### src/rtl/uart_pkg.sv
// ============================================================================
// Module   : uart_pkg
// Purpose  : Shared width default and launcher state encoding for the TX feeder.
// Revision : 1.0
// ============================================================================
`default_nettype none

package uart_pkg;

  localparam int DEFAULT_DATA_W = 8;

  typedef enum logic [1:0] {
    TXF_IDLE  = 2'd0,
    TXF_START = 2'd1,
    TXF_WAIT  = 2'd2
  } txf_state_t;

endpackage

`default_nettype wire

### src/rtl/uart_tx_feeder_sync_fifo.sv
// ============================================================================
// Module   : sync_fifo
// Purpose  : Single-clock byte FIFO with occupancy count and sticky overflow.
// Revision : 1.0
// ============================================================================
`default_nettype none

module sync_fifo
  import uart_pkg::*;
#(
  parameter int DEPTH  = 16,
  parameter int DATA_W = DEFAULT_DATA_W,
  parameter int ADDR_W = $clog2(DEPTH)
) (
  input  logic              i_Clock,
  input  logic              i_Rst,
  input  logic              i_Wr_En,
  input  logic [DATA_W-1:0] i_Wr_Data,
  input  logic              i_Rd_En,
  output logic [DATA_W-1:0] o_Rd_Data,
  output logic              o_Full,
  output logic              o_Empty,
  output logic [ADDR_W:0]   o_Count,
  output logic              o_Overflow,
  input  logic              i_Clr_Ovf
);

  localparam logic [ADDR_W:0] C_FULL = (ADDR_W + 1)'(DEPTH);

  logic [DATA_W-1:0] mem_q [DEPTH];
  logic [ADDR_W-1:0] wr_ptr_q, wr_ptr_d;
  logic [ADDR_W-1:0] rd_ptr_q, rd_ptr_d;
  logic [ADDR_W:0]   count_q, count_d;
  logic              ovf_q, ovf_d;
  logic              w_wr_acc;
  logic              w_rd_acc;

  assign o_Full     = (count_q == C_FULL);
  assign o_Empty    = (count_q == '0);
  assign o_Count    = count_q;
  assign o_Overflow = ovf_q;
  assign o_Rd_Data  = mem_q[rd_ptr_q];

  assign w_wr_acc = i_Wr_En && !o_Full;
  assign w_rd_acc = i_Rd_En && !o_Empty;

  always_comb begin
    wr_ptr_d = wr_ptr_q;
    rd_ptr_d = rd_ptr_q;
    count_d  = count_q;
    ovf_d    = ovf_q;
    // Power-of-two depth lets the pointers wrap by natural overflow.
    if (w_wr_acc) wr_ptr_d = wr_ptr_q + ADDR_W'(1);
    if (w_rd_acc) rd_ptr_d = rd_ptr_q + ADDR_W'(1);
    case ({w_wr_acc, w_rd_acc})
      2'b10:   count_d = count_q + (ADDR_W + 1)'(1);
      2'b01:   count_d = count_q - (ADDR_W + 1)'(1);
      default: count_d = count_q;
    endcase
    if (i_Wr_En && o_Full) ovf_d = 1'b1;
    else if (i_Clr_Ovf)    ovf_d = 1'b0;
  end

  always_ff @(posedge i_Clock or posedge i_Rst) begin
    if (i_Rst) begin
      wr_ptr_q <= '0;
      rd_ptr_q <= '0;
      count_q  <= '0;
      ovf_q    <= 1'b0;
    end else begin
      wr_ptr_q <= wr_ptr_d;
      rd_ptr_q <= rd_ptr_d;
      count_q  <= count_d;
      ovf_q    <= ovf_d;
    end
  end

  always_ff @(posedge i_Clock) begin
    if (w_wr_acc) mem_q[wr_ptr_q] <= i_Wr_Data;
  end

endmodule

`default_nettype wire

### src/rtl/uart_tx_feeder.sv
// ============================================================================
// Module   : uart_tx_feeder
// Purpose  : Buffers bus-written bytes and launches them one at a time to uart_tx.
// Revision : 1.0
// ============================================================================
`default_nettype none

module uart_tx_feeder
  import uart_pkg::*;
#(
  parameter int DEPTH  = 16,
  parameter int DATA_W = DEFAULT_DATA_W,
  parameter int ADDR_W = $clog2(DEPTH)
) (
  input  logic              i_Clock,
  input  logic              i_Rst,
  input  logic              i_Wr_En,
  input  logic [DATA_W-1:0] i_Wr_Data,
  output logic              o_Full,
  output logic              o_Empty,
  output logic [ADDR_W:0]   o_Count,
  output logic              o_Overflow,
  input  logic              i_Clr_Ovf,
  input  logic              i_Flow_Ok,
  output logic              o_TX_Start,
  output logic [DATA_W-1:0] o_TX_Byte,
  input  logic              i_TX_Done,
  output logic              o_Busy
);

  txf_state_t        state_q, state_d;
  logic              start_q, start_d;
  logic [DATA_W-1:0] byte_q, byte_d;
  logic              w_pop;
  logic [DATA_W-1:0] w_rd_data;

  sync_fifo #(
    .DEPTH  (DEPTH),
    .DATA_W (DATA_W),
    .ADDR_W (ADDR_W)
  ) u_fifo (
    .i_Clock    (i_Clock),
    .i_Rst      (i_Rst),
    .i_Wr_En    (i_Wr_En),
    .i_Wr_Data  (i_Wr_Data),
    .i_Rd_En    (w_pop),
    .o_Rd_Data  (w_rd_data),
    .o_Full     (o_Full),
    .o_Empty    (o_Empty),
    .o_Count    (o_Count),
    .o_Overflow (o_Overflow),
    .i_Clr_Ovf  (i_Clr_Ovf)
  );

  always_comb begin
    state_d = state_q;
    start_d = 1'b0;
    byte_d  = byte_q;
    w_pop   = 1'b0;
    case (state_q)
      TXF_IDLE: begin
        if (!o_Empty && i_Flow_Ok) begin
          w_pop   = 1'b1;
          byte_d  = w_rd_data;
          start_d = 1'b1;
          state_d = TXF_START;
        end
      end
      TXF_START: state_d = TXF_WAIT;
      // Flow control is only sampled at launch; an in-flight byte always completes.
      TXF_WAIT: begin
        if (i_TX_Done) state_d = TXF_IDLE;
      end
      default: state_d = TXF_IDLE;
    endcase
  end

  always_ff @(posedge i_Clock or posedge i_Rst) begin
    if (i_Rst) begin
      state_q <= TXF_IDLE;
      start_q <= 1'b0;
      byte_q  <= '0;
    end else begin
      state_q <= state_d;
      start_q <= start_d;
      byte_q  <= byte_d;
    end
  end

  assign o_TX_Start = start_q;
  assign o_TX_Byte  = byte_q;
  assign o_Busy     = (state_q != TXF_IDLE);

endmodule

`default_nettype wire
### config.mk
export PLATFORM = sky130hd
export DESIGN_NAME = uart_tx_feeder
export DESIGN_NICKNAME = d
export VERILOG_FILES = /design/src/rtl/uart_pkg.sv /design/src/rtl/uart_tx_feeder_sync_fifo.sv /design/src/rtl/uart_tx_feeder.sv
export SDC_FILE = /design/constraint.sdc
export NUM_CORES = 1
export LEC_CHECK = 0
export CAP_MARGIN = 25
export CORE_AREA = 2 2 184 96
export CTS_CLUSTER_DIAMETER = 60
export DETAILED_ROUTE_END_ITERATION = 8
export DIE_AREA = 0 0 186 98
export HOLD_SLACK_MARGIN = 0.03
export PLACE_DENSITY = 0.65
export SLEW_MARGIN = 0
export SYNTH_ARGS = -nofsm -noshare
export SYNTH_HDL_FRONTEND = slang
export SYNTH_SLANG_ARGS = --single-unit
### constraint.sdc
create_clock -name i_Clock -period 3.7 [get_ports i_Clock]
set_input_delay 0.555 -clock i_Clock [delete_from_list [all_inputs] [get_ports i_Clock]]
set_output_delay 0.555 -clock i_Clock [all_outputs]
set_load 0.1 [all_outputs]
; Word level (Yosys, flattened, before mapping)
; Memories as Yosys holds them, arrays and structs flattened. A register that Yosys moved wholly into a read port is not among the register bits.
; Cells that the tools add are included.
[word_totals]
mem_count = 1
elab_cells = 41
regBits = 17
in_bits = 14
ram_bits = 128
output_inout_bits = 18
[classes]
n_eq_ne = 7
mux = 10
reduce_logical = 13
n_addsub = 4
[memory_table]
columns = memory, words, width, read_ports, rd_ports_with_merged_regs, write_ports, line
row1 = u_fifo.mem_q, 16, 8, 1, 1, 1, uart_tx_feeder_sync_fifo.sv:30  ; logic [DATA_W-1:0] mem_q [DEPTH];
[op_table]
columns = op, count
row1 = 5-bit one-hot mux with 2 select lines, 1
row2 = "4-bit by 1-bit adder with 4-bit output, second input constant", 2
row3 = 1-bit 2-to-1 mux, 6
row4 = 2-bit one-hot mux with 3 select lines, 1
row5 = 2-bit nonzero test, 3
row6 = "5-bit by 1-bit adder with 5-bit output, second input constant", 1
row7 = "5-bit == test, second input constant", 1
row8 = 5-bit zero test, 1
row9 = "5-bit by 1-bit subtractor with 5-bit output, second input constant", 1
row10 = "2-bit by 1-bit == test with 1-bit output, second input constant", 2
row11 = "2-bit == test, second input constant", 2
row12 = 1-bit logical AND, 4
row13 = 2-bit 2-to-1 mux, 2
row14 = "2-bit != test, second input constant", 2
row15 = 2-bit AND reduction, 2
row16 = 1-bit zero test, 2
row17 = 2-bit zero test, 1

; Longest topological paths before layout
; Gate-level depths: netlist (run 1).
[depth]
word_depth = 8
mapped_depth = 9
mapped_depth_nobuf = 9

; Hierarchy
; From an unflattened synthesis (run 1), not the netlist that was laid out.
[hier_totals]
cells_unflattened = 361
area_unflattened_um2 = 6257.3
[by_module_without_submodules]
columns = mod, n_inst, area_per_inst_um2, cells_per_inst, seq_area_each_um2
row1 = sync_fifo, 1, 5834.3, 336, 4194.0
row2 = uart_tx_feeder, 1, 422.9, 25, 275.3

; Least setup slack after synthesis (run 1)
; OpenSTA, ideal clock, no wires.
[synth_timing]
kind = reg2out
startpoint = register u_fifo.count_q[0] (netlist: u_fifo.o_Count[0])
endpoint = output o_Empty
required_ns = 3.145
setup_slack_ns = 0.435
arrival_time_ns = 2.710
path_stages_with_launch = 3
path_buffers = 0
path_cell_list = dfrtp_1 > or4_1 > nor2_1
[synth_via]
elab_chain_cells = 1
[synth_lines]
columns = element, line
row1 = from (decl), uart_tx_feeder_sync_fifo.sv:33  ; logic [ADDR_W:0] count_q, count_d;
row2 = from (signal assigned), uart_tx_feeder_sync_fifo.sv:73  ; count_q <= count_d;
row3 = 5-bit zero test, uart_tx_feeder_sync_fifo.sv:39  ; assign o_Empty = (count_q == '0);
row4 = to (decl), uart_tx_feeder.sv:20  ; output logic o_Empty,
; Every way passes these cells.

; Worst setup path in the final report (run 1)
[layout_timing]
startpoint = register u_fifo.count_q[0] (netlist: u_fifo.o_Count[0])
endpoint = register u_fifo.count_q[4] (netlist: u_fifo.o_Count[4])
[layout_via]
elab_chain_cells = 8
word_cells_on_any_way = 15
classes_between = add/sub (2) / eq/ne (3) / mux (3) / reduce/logical (7)
[layout_lines]
columns = element, line
row1 = 5-bit zero test (*), uart_tx_feeder_sync_fifo.sv:39
row2 = 1-bit zero test (*), "uart_tx_feeder_sync_fifo.sv:45, uart_tx_feeder.sv:62"
row3 = 1-bit logical AND, uart_tx_feeder.sv:62  ; if (!o_Empty && i_Flow_Ok) begin
row4 = 1-bit 2-to-1 mux, uart_tx_feeder.sv:62
row5 = 1-bit 2-to-1 mux, uart_tx_feeder.sv:60  ; case (state_q)
row6 = 1-bit logical AND (*), uart_tx_feeder_sync_fifo.sv:45  ; assign w_rd_acc = i_Rd_En && !o_Empty;
row7 = via u_fifo.w_rd_acc, uart_tx_feeder_sync_fifo.sv:36  ; logic w_rd_acc;
row8 = 2-bit by 1-bit == test with 1-bit output or 2-bit == test (tied branches), uart_tx_feeder_sync_fifo.sv:55  ; case ({w_wr_acc, w_rd_acc})
row9 = 5-bit one-hot mux with 2 select lines or 2-bit nonzero test (tied branches), n/a
; Mark *: on every way through the listed nets, which the timed path passes. The rest lies on a longest branch.
; A chain may end at the register's enable or synchronous reset.

==> results of run 1 <==
synthesized netlist by cell type (all sizes together):
cell / n / area (µm²)
a21boi: 1 / 11.3
a21o: 2 / 15.0
a21oi: 2 / 10.0
a22o: 1 / 8.76
and2: 1 / 6.26
buf: 13 / 130
clkbuf: 3 / 11.3
dfrtp: 25 / 626
edfxtp: 128 / 3840
fa: 1 / 20.0
ha: 9 / 113
inv: 9 / 33.8
mux2: 9 / 101
mux2i: 18 / 180
mux4: 32 / 721
nand2: 20 / 75.1
nand2b: 3 / 18.8
nand4: 2 / 12.5
nor2: 15 / 56.3
nor2b: 1 / 6.26
nor3: 4 / 20.0
nor4: 1 / 6.26
o211ai: 1 / 12.5
o21ai: 11 / 55.1
or4: 1 / 7.51
xnor2: 9 / 78.8
xor2: 1 / 8.76
power breakdown:
part | total (W) | leakage, nW | internal (W) | switching [W]
combinational | 0.00229 | 0.864 | 0.000903 | 0.00139
clock | 0.00171 | 0.292 | 0.00106 | 0.000648
sequential | 0.00244 | 1.46 | 0.00215 | 0.000293
state kept, by name (all words and copies together), names as in the netlist:
register           count
u_fifo.mem_q         128
o_TX_Byte              8
u_fifo.o_Count         5
u_fifo.rd_ptr_q        4
u_fifo.wr_ptr_q        4
state_q                2
o_TX_Start             1
u_fifo.o_Overflow      1
final cells by class:
type                            instances  area share (%)
Clock inverter                          9            1.31
Tap cell                              234            3.94
Inverter                                9           0.455
Clock buffer                           23            6.57
Sequential cell                       153            60.2
Multi-Input combinational cell        145            20.8
Timing Repair Buffer                   53            6.77
final timing paths:
path	startpoint	to	slack, ns	cells past startpoint
max	u_fifo.o_Count[0]$_DFFE_PP0P_	u_fifo.o_Count[4]$_DFFE_PP0P_	0.83	9
min	i_Rst	o_TX_Byte[5]$_DFFE_PP0N_	0.38	2
max reg2reg	u_fifo.o_Count[0]$_DFFE_PP0P_	u_fifo.o_Count[4]$_DFFE_PP0P_	0.83	9
min reg2reg	state_q[0]$_DFFE_PP0P_	state_q[1]$_DFFE_PP0P_	0.48	1
max in group asynchronous	i_Rst	u_fifo.rd_ptr_q[0]$_DFFE_PP0P_	2.93	3
min in group i_Clock	state_q[0]$_DFFE_PP0P_	state_q[1]$_DFFE_PP0P_	0.48	1
metal layers:
metal	share of wire (%)	track usage, %	up-vias	wire, µm
met5	0	0	-	0
met1	52	23.0	1604	6400
li1	-	-	1371	-
met3	5.5	4.03	7	682
met4	0.63	4.97	0	78
met2	42	19.8	76	5220
kinds of logic after synthesis:
| logic type | synth area share [%] |
|---|---|
| DFF | 72.2 |
| adders and majority gates | 2.14 |
| buffers and inverters | 2.83 |
| AOI/OAI and AO/OA | 1.82 |
| and+or+nand+nor | 3.38 |
| xor gates and xnor gates | 1.42 |
| muxes | 16.2 |
worst register-to-register path: cells and delay by family (launching register included):
kind | cells | cell delay (ns)
DFF | 1 | 0.46
AOI/OAI and AO/OA | 3 | 0.54
xor gates and xnor gates | 1 | 0.15
and+or+nand+nor | 1 | 0.54
adders and majority gates | 2 | 0.74
buffers and inverters | 1 | 0.08
muxes | 1 | 0.26
through the flow:
stage,instances,area (µm²),utilization (%)
2_1_floorplan,323,6190,-
3_3_place_gp,593,6820,40.6
3_5_place_dp,593,6820,40.6
4_1_cts,625,7400,44.1
5_1_grt,626,7430,44.2
6_report,626,7430,44.2
placed cells by master, fill, tap and decap left out, types with 2 or more instances in the layout:
cell type        synthesis  routed
clkbuf_16                0      17
a21o_1                   2       2
o21ai_0                  3       3
xnor2_1                  9       9
buf_4                    6      22
mux2_2                   9       9
clkbuf_8                 0       4
dfrtp_1                 25      24
ha_1                     9       9
clkdlybuf4s50_1          0      29
nand2_1                 20      20
clkbuf_1                 3       2
bufinv_16                0       2
nor3_1                   4       4
mux2i_1                 18      18
nor2_1                  15      15
edfxtp_1               128     128
nand2b_1                 3       3
mux4_2                  32      32
o21ai_1                  8       8
a21oi_1                  2       2
nand4_1                  2       2
clkinv_2                 0       6
inv_1                    8       8
==> qor.txt, run 1 <==
Layout area overhead -> 20.1%
Boundary Pins -> 32
Final hold slack -> 0.375 ns
CP Buf/Inv Count -> 1
Via/cell ratio -> 4.88
GRT Resource Usage Total -> 14.8%
Fin nets -> 403
CTS-repair resized insts -> 0
Final setup vio count -> 0
H-tree levels -> 4
Max incr delay on CP -> 0.54 ns
Pin count of the biggest net entering global routing -> 26
Vias -> 3058
DIE AREA -> 18200 µm²
FMAX -> 348 MHz
Synth Warn # -> 0
Synth unique cells -> 33
Row cnt -> 34
Clk_lat worst skew -> 0.42 ns
Slew headroom -> 34.8%
Post-CTS setup buffers -> 0
Power Total -> 0.00644 W
Slew @ Worst Pin -> 0.975 ns
Worst path top cell family by delay -> adder cells
Sequential share of the synthesized area -> 72.2%
Reg clk slew, reported paths -> 0.06 ns
Dpl hpwl -> 8460 µm
GRT overflow -> 0
Fin Clk Skew -> 0.00895 ns
Fill cells -> 1445
Period utilization -> 77.6%
RSZ-0062 raised after global routing -> false
Multi-input logic area -> 1540 µm²
Crit end category -> register
Core Area -> 16800 µm²
Critical Path Start Type -> register
Gpl congestion -> 0.813
Die width -> 186 µm
TritonCTS clock tree -> yes
Max-Cap Viols -> 0
Routed wire length per instance -> 19.8 µm
Minimum clock period -> 2.87 ns
CP max stage cell -> or4_1
Max Slew Vio Count -> 0
Setup slack at placement -> 0.638 ns
Setup tns final -> 0 ns
Clock sink count -> 153
Hold Violations, Final -> 0
First-pass GRT wire length -> 19000 µm
Layout cells sized above 1 -> 25.3%
Final worst slack -> 0.828 ns
Clock tree root driver cell -> clkbuf_16
Cells along the critical path -> or4_1, o211ai_2, inv_2, ha_1, fa_1, a21o_1, a21oi_1, mux2i_1, xnor2_1
Post-DRT Antenna Nets -> 0
Initial antenna violation count -> 0
# hold bufs at CTS -> 0
Max VDD drop -> 432 µV
Ant. Diodes -> 0
Drt first pass iters -> 4
1st-iter DRT viols -> 286
Clk buf depth -> 2
Initial core utilization -> 36.8%
Cell count after synthesis -> 323
Seq. cell area -> 4470 µm²
Post-route DRC -> 0
CP Class -> reg -> reg
Mapped Nets -> 347
Seq cells post-synth -> 153
Vias in the first global route -> 3155
Final wirelength -> 12400 µm
Mean Syn Cell Area -> 19.2 µm²
Mapped cell area -> 6190 µm²
Port bufs -> 31
Status -> finished clean
P_leak -> 2.62 nW
WP data arrival -> 3.20 ns
Die Ht -> 98 µm
Worst Path Required -> 4.03 ns
Num CTS Buffers -> 17
PwrDens -> 866 nW/µm²
Worst-path maximum fanout -> 6
Min-delay worst type -> in -> async
No activity file was read; power rests on OpenSTA's default activity.
==> run 2, diff against run 1 <==
==> constraint.sdc (replaced) <==
create_clock -name i_Clock -period 2.8 [get_ports i_Clock]
set_input_delay 0.42 -clock i_Clock [delete_from_list [all_inputs] [get_ports i_Clock]]
set_output_delay 0.42 -clock i_Clock [all_outputs]
set_load 0.1 [all_outputs]
==> qor.txt, run 2 (synthesis results as in run 1) <==
Top reg by flops -> u_fifo.mem_q
Layout cells sized above 1 -> 30.4%
Final hold slack -> 0.478 ns
Reg clk slew, reported paths -> 0.06 ns
Vias -> 3055
GRT Resource Usage Total -> 14.1%
WP data arrival -> 3.00 ns
Boundary Pins -> 32
Fin nets -> 404
R2r setup slk -> 0.13 ns
Pin count of the biggest net entering global routing -> 36
Slew headroom -> 40.6%
Period utilization -> 95.3%
Worst path top cell family by delay -> simple AND/OR/NAND/NOR gates
Clock sink count -> 153
Final setup vio count -> 0
Routed wire length per instance -> 19.2 µm
Worst Path Required -> 3.13 ns
Worst hold start -> state_q[0]$_DFFE_PP0P_
CP Buf/Inv Count -> 1
1st-iter DRT viols -> 278
Crit end category -> register
Largest register FFs -> 128
Critical path depth -> 9
Post-route DRC -> 0
First-pass GRT wire length -> 18200 µm
CP max stage cell -> or4_4
DIE AREA -> 18200 µm²
Fin Clk Skew -> 0.00848 ns
Max VDD drop -> 622 µV
Dpl hpwl -> 8100 µm
FMAX -> 375 MHz
Minimum clock period -> 2.67 ns
Setup tns final -> 0 ns
Die Ht -> 98 µm
Placed cell area -> 6810 µm²
Slew @ Worst Pin -> 0.891 ns
# hold bufs at CTS -> 0
Via/cell ratio -> 4.89
Layout area overhead -> 19.3%
Max-Cap Viols -> 0
Cell count of the worst hold path -> 1
Ant. Diodes -> 0
Hold Path Sink -> state_q[1]$_DFFE_PP0P_
Design area -> 7380 µm²
Num CTS Buffers -> 17
Drt first pass iters -> 5
R2R Path End -> u_fifo.o_Count[4]$_DFFE_PP0P_
Core Area -> 16800 µm²
P_leak -> 2.62 nW
Max incr delay on CP -> 0.55 ns
Die width -> 186 µm
Min-delay worst type -> reg -> reg
Fill cells -> 1449
Final wirelength -> 12000 µm
Critical Path Start Type -> register
Row cnt -> 34
Post-DRT Antenna Nets -> 0
CP Class -> reg -> reg
Most frequent cells in the layout -> edfxtp_1 (128), buf_4 (40), mux4_2 (32), nand2_1 (20), dfrtp_1 (20)
PwrDens -> 1150 nW/µm²
Leading cell type in the layout, fill and taps excluded -> edfxtp_1
Reg2reg path depth -> 9
Clk_lat worst skew -> 0.41 ns
Status -> finished clean
TritonCTS clock tree -> yes
Cells along the critical path -> or4_4, o211ai_2, inv_2, ha_4, fa_2, a21o_1, a21oi_1, mux2i_1, xnor2_1
RSZ-0062 raised after global routing -> false
Clock tree root driver cell -> clkbuf_16
Worst reg2reg path startpoint -> u_fifo.o_Count[2]$_DFFE_PP0P_
Initial antenna violation count -> 0
GRT overflow -> 0
Post-Layout Cell Count -> 625
DP Cell Count -> 595
Clk buf depth -> 2
Port bufs -> 31
H-tree levels -> 4
Max Slew Vio Count -> 0
Hold Violations, Final -> 0
Initial core utilization -> 36.8%
Worst-path maximum fanout -> 6
Gpl congestion -> 0.858
Critical Path Source -> u_fifo.o_Count[2]$_DFFE_PP0P_
Vias in the first global route -> 3104
[run 2: worst register-to-register path, cell delays in order, from the launching register on]
cell	delay (ns)
dfrtp_4	0.50
or4_4	0.56
o211ai_2	0.18
inv_2	0.09
ha_4	0.19
fa_2	0.35
a21o_1	0.17
a21oi_1	0.17
mux2i_1	0.24
xnor2_1	0.14
[run 2: area by class of cell]
class	count	area [µm²]	share of cell area (%)
clock buffers	18	429	5.81
clock inverters	12	134	1.81
inverters	9	33.8	0.458
multi-input cells	145	1570	21.2
flip-flops and latches	153	4480	60.7
well taps	234	293	3.97
repair buffers	54	450	6.10
[run 2: worst max-delay path by stage]
stage,endpoint
after floorplan,u_fifo.o_Count[4]$_DFFE_PP0P_
after global placement,u_fifo.o_Count[4]$_DFFE_PP0P_
after detailed placement,u_fifo.o_Count[4]$_DFFE_PP0P_
after CTS,u_fifo.o_Count[4]$_DFFE_PP0P_
after global routing,u_fifo.o_Count[4]$_DFFE_PP0P_
final,u_fifo.o_Count[4]$_DFFE_PP0P_
[run 2: report_power, final]
part	internal (W)	leakage, nW	switching (W)
logic	0.00117	0.880	0.00200
clock network	0.00137	0.279	0.000836
registers	0.00285	1.46	0.000239
total	0.00539	2.62	0.00308
[run 2: what timing repair did]
item	CTS	global route
buffers inserted	0	0
endpoints found under the setup margin	0	1
resized for setup	0	2
[run 2: through the flow]
| step | setup WS (ns) | utilization (%) | power, W |
|---|---|---|---|
| final | 0.132 | 43.9 | 0.00847 |
| after detailed placement | 0.0565 | 40.5 | 0.00632 |
| after global routing | 0.0211 | 43.9 | 0.00889 |
| after CTS | 0.0260 | 43.9 | 0.00854 |
| after floorplan | -0.0559 | - | 0.00559 |
| after global placement | 0.105 | 40.5 | 0.00625 |
[run 2: metal layers]
metal | global-route usage [%] | share of wire (%) | vias to the layer above
met5 | 0 | 0 | -
met4 | 3.27 | 0.46 | 0
met3 | 5.11 | 7.4 | 7
met2 | 18.5 | 41 | 96
met1 | 22.2 | 51 | 1576
li1 | - | - | 1376
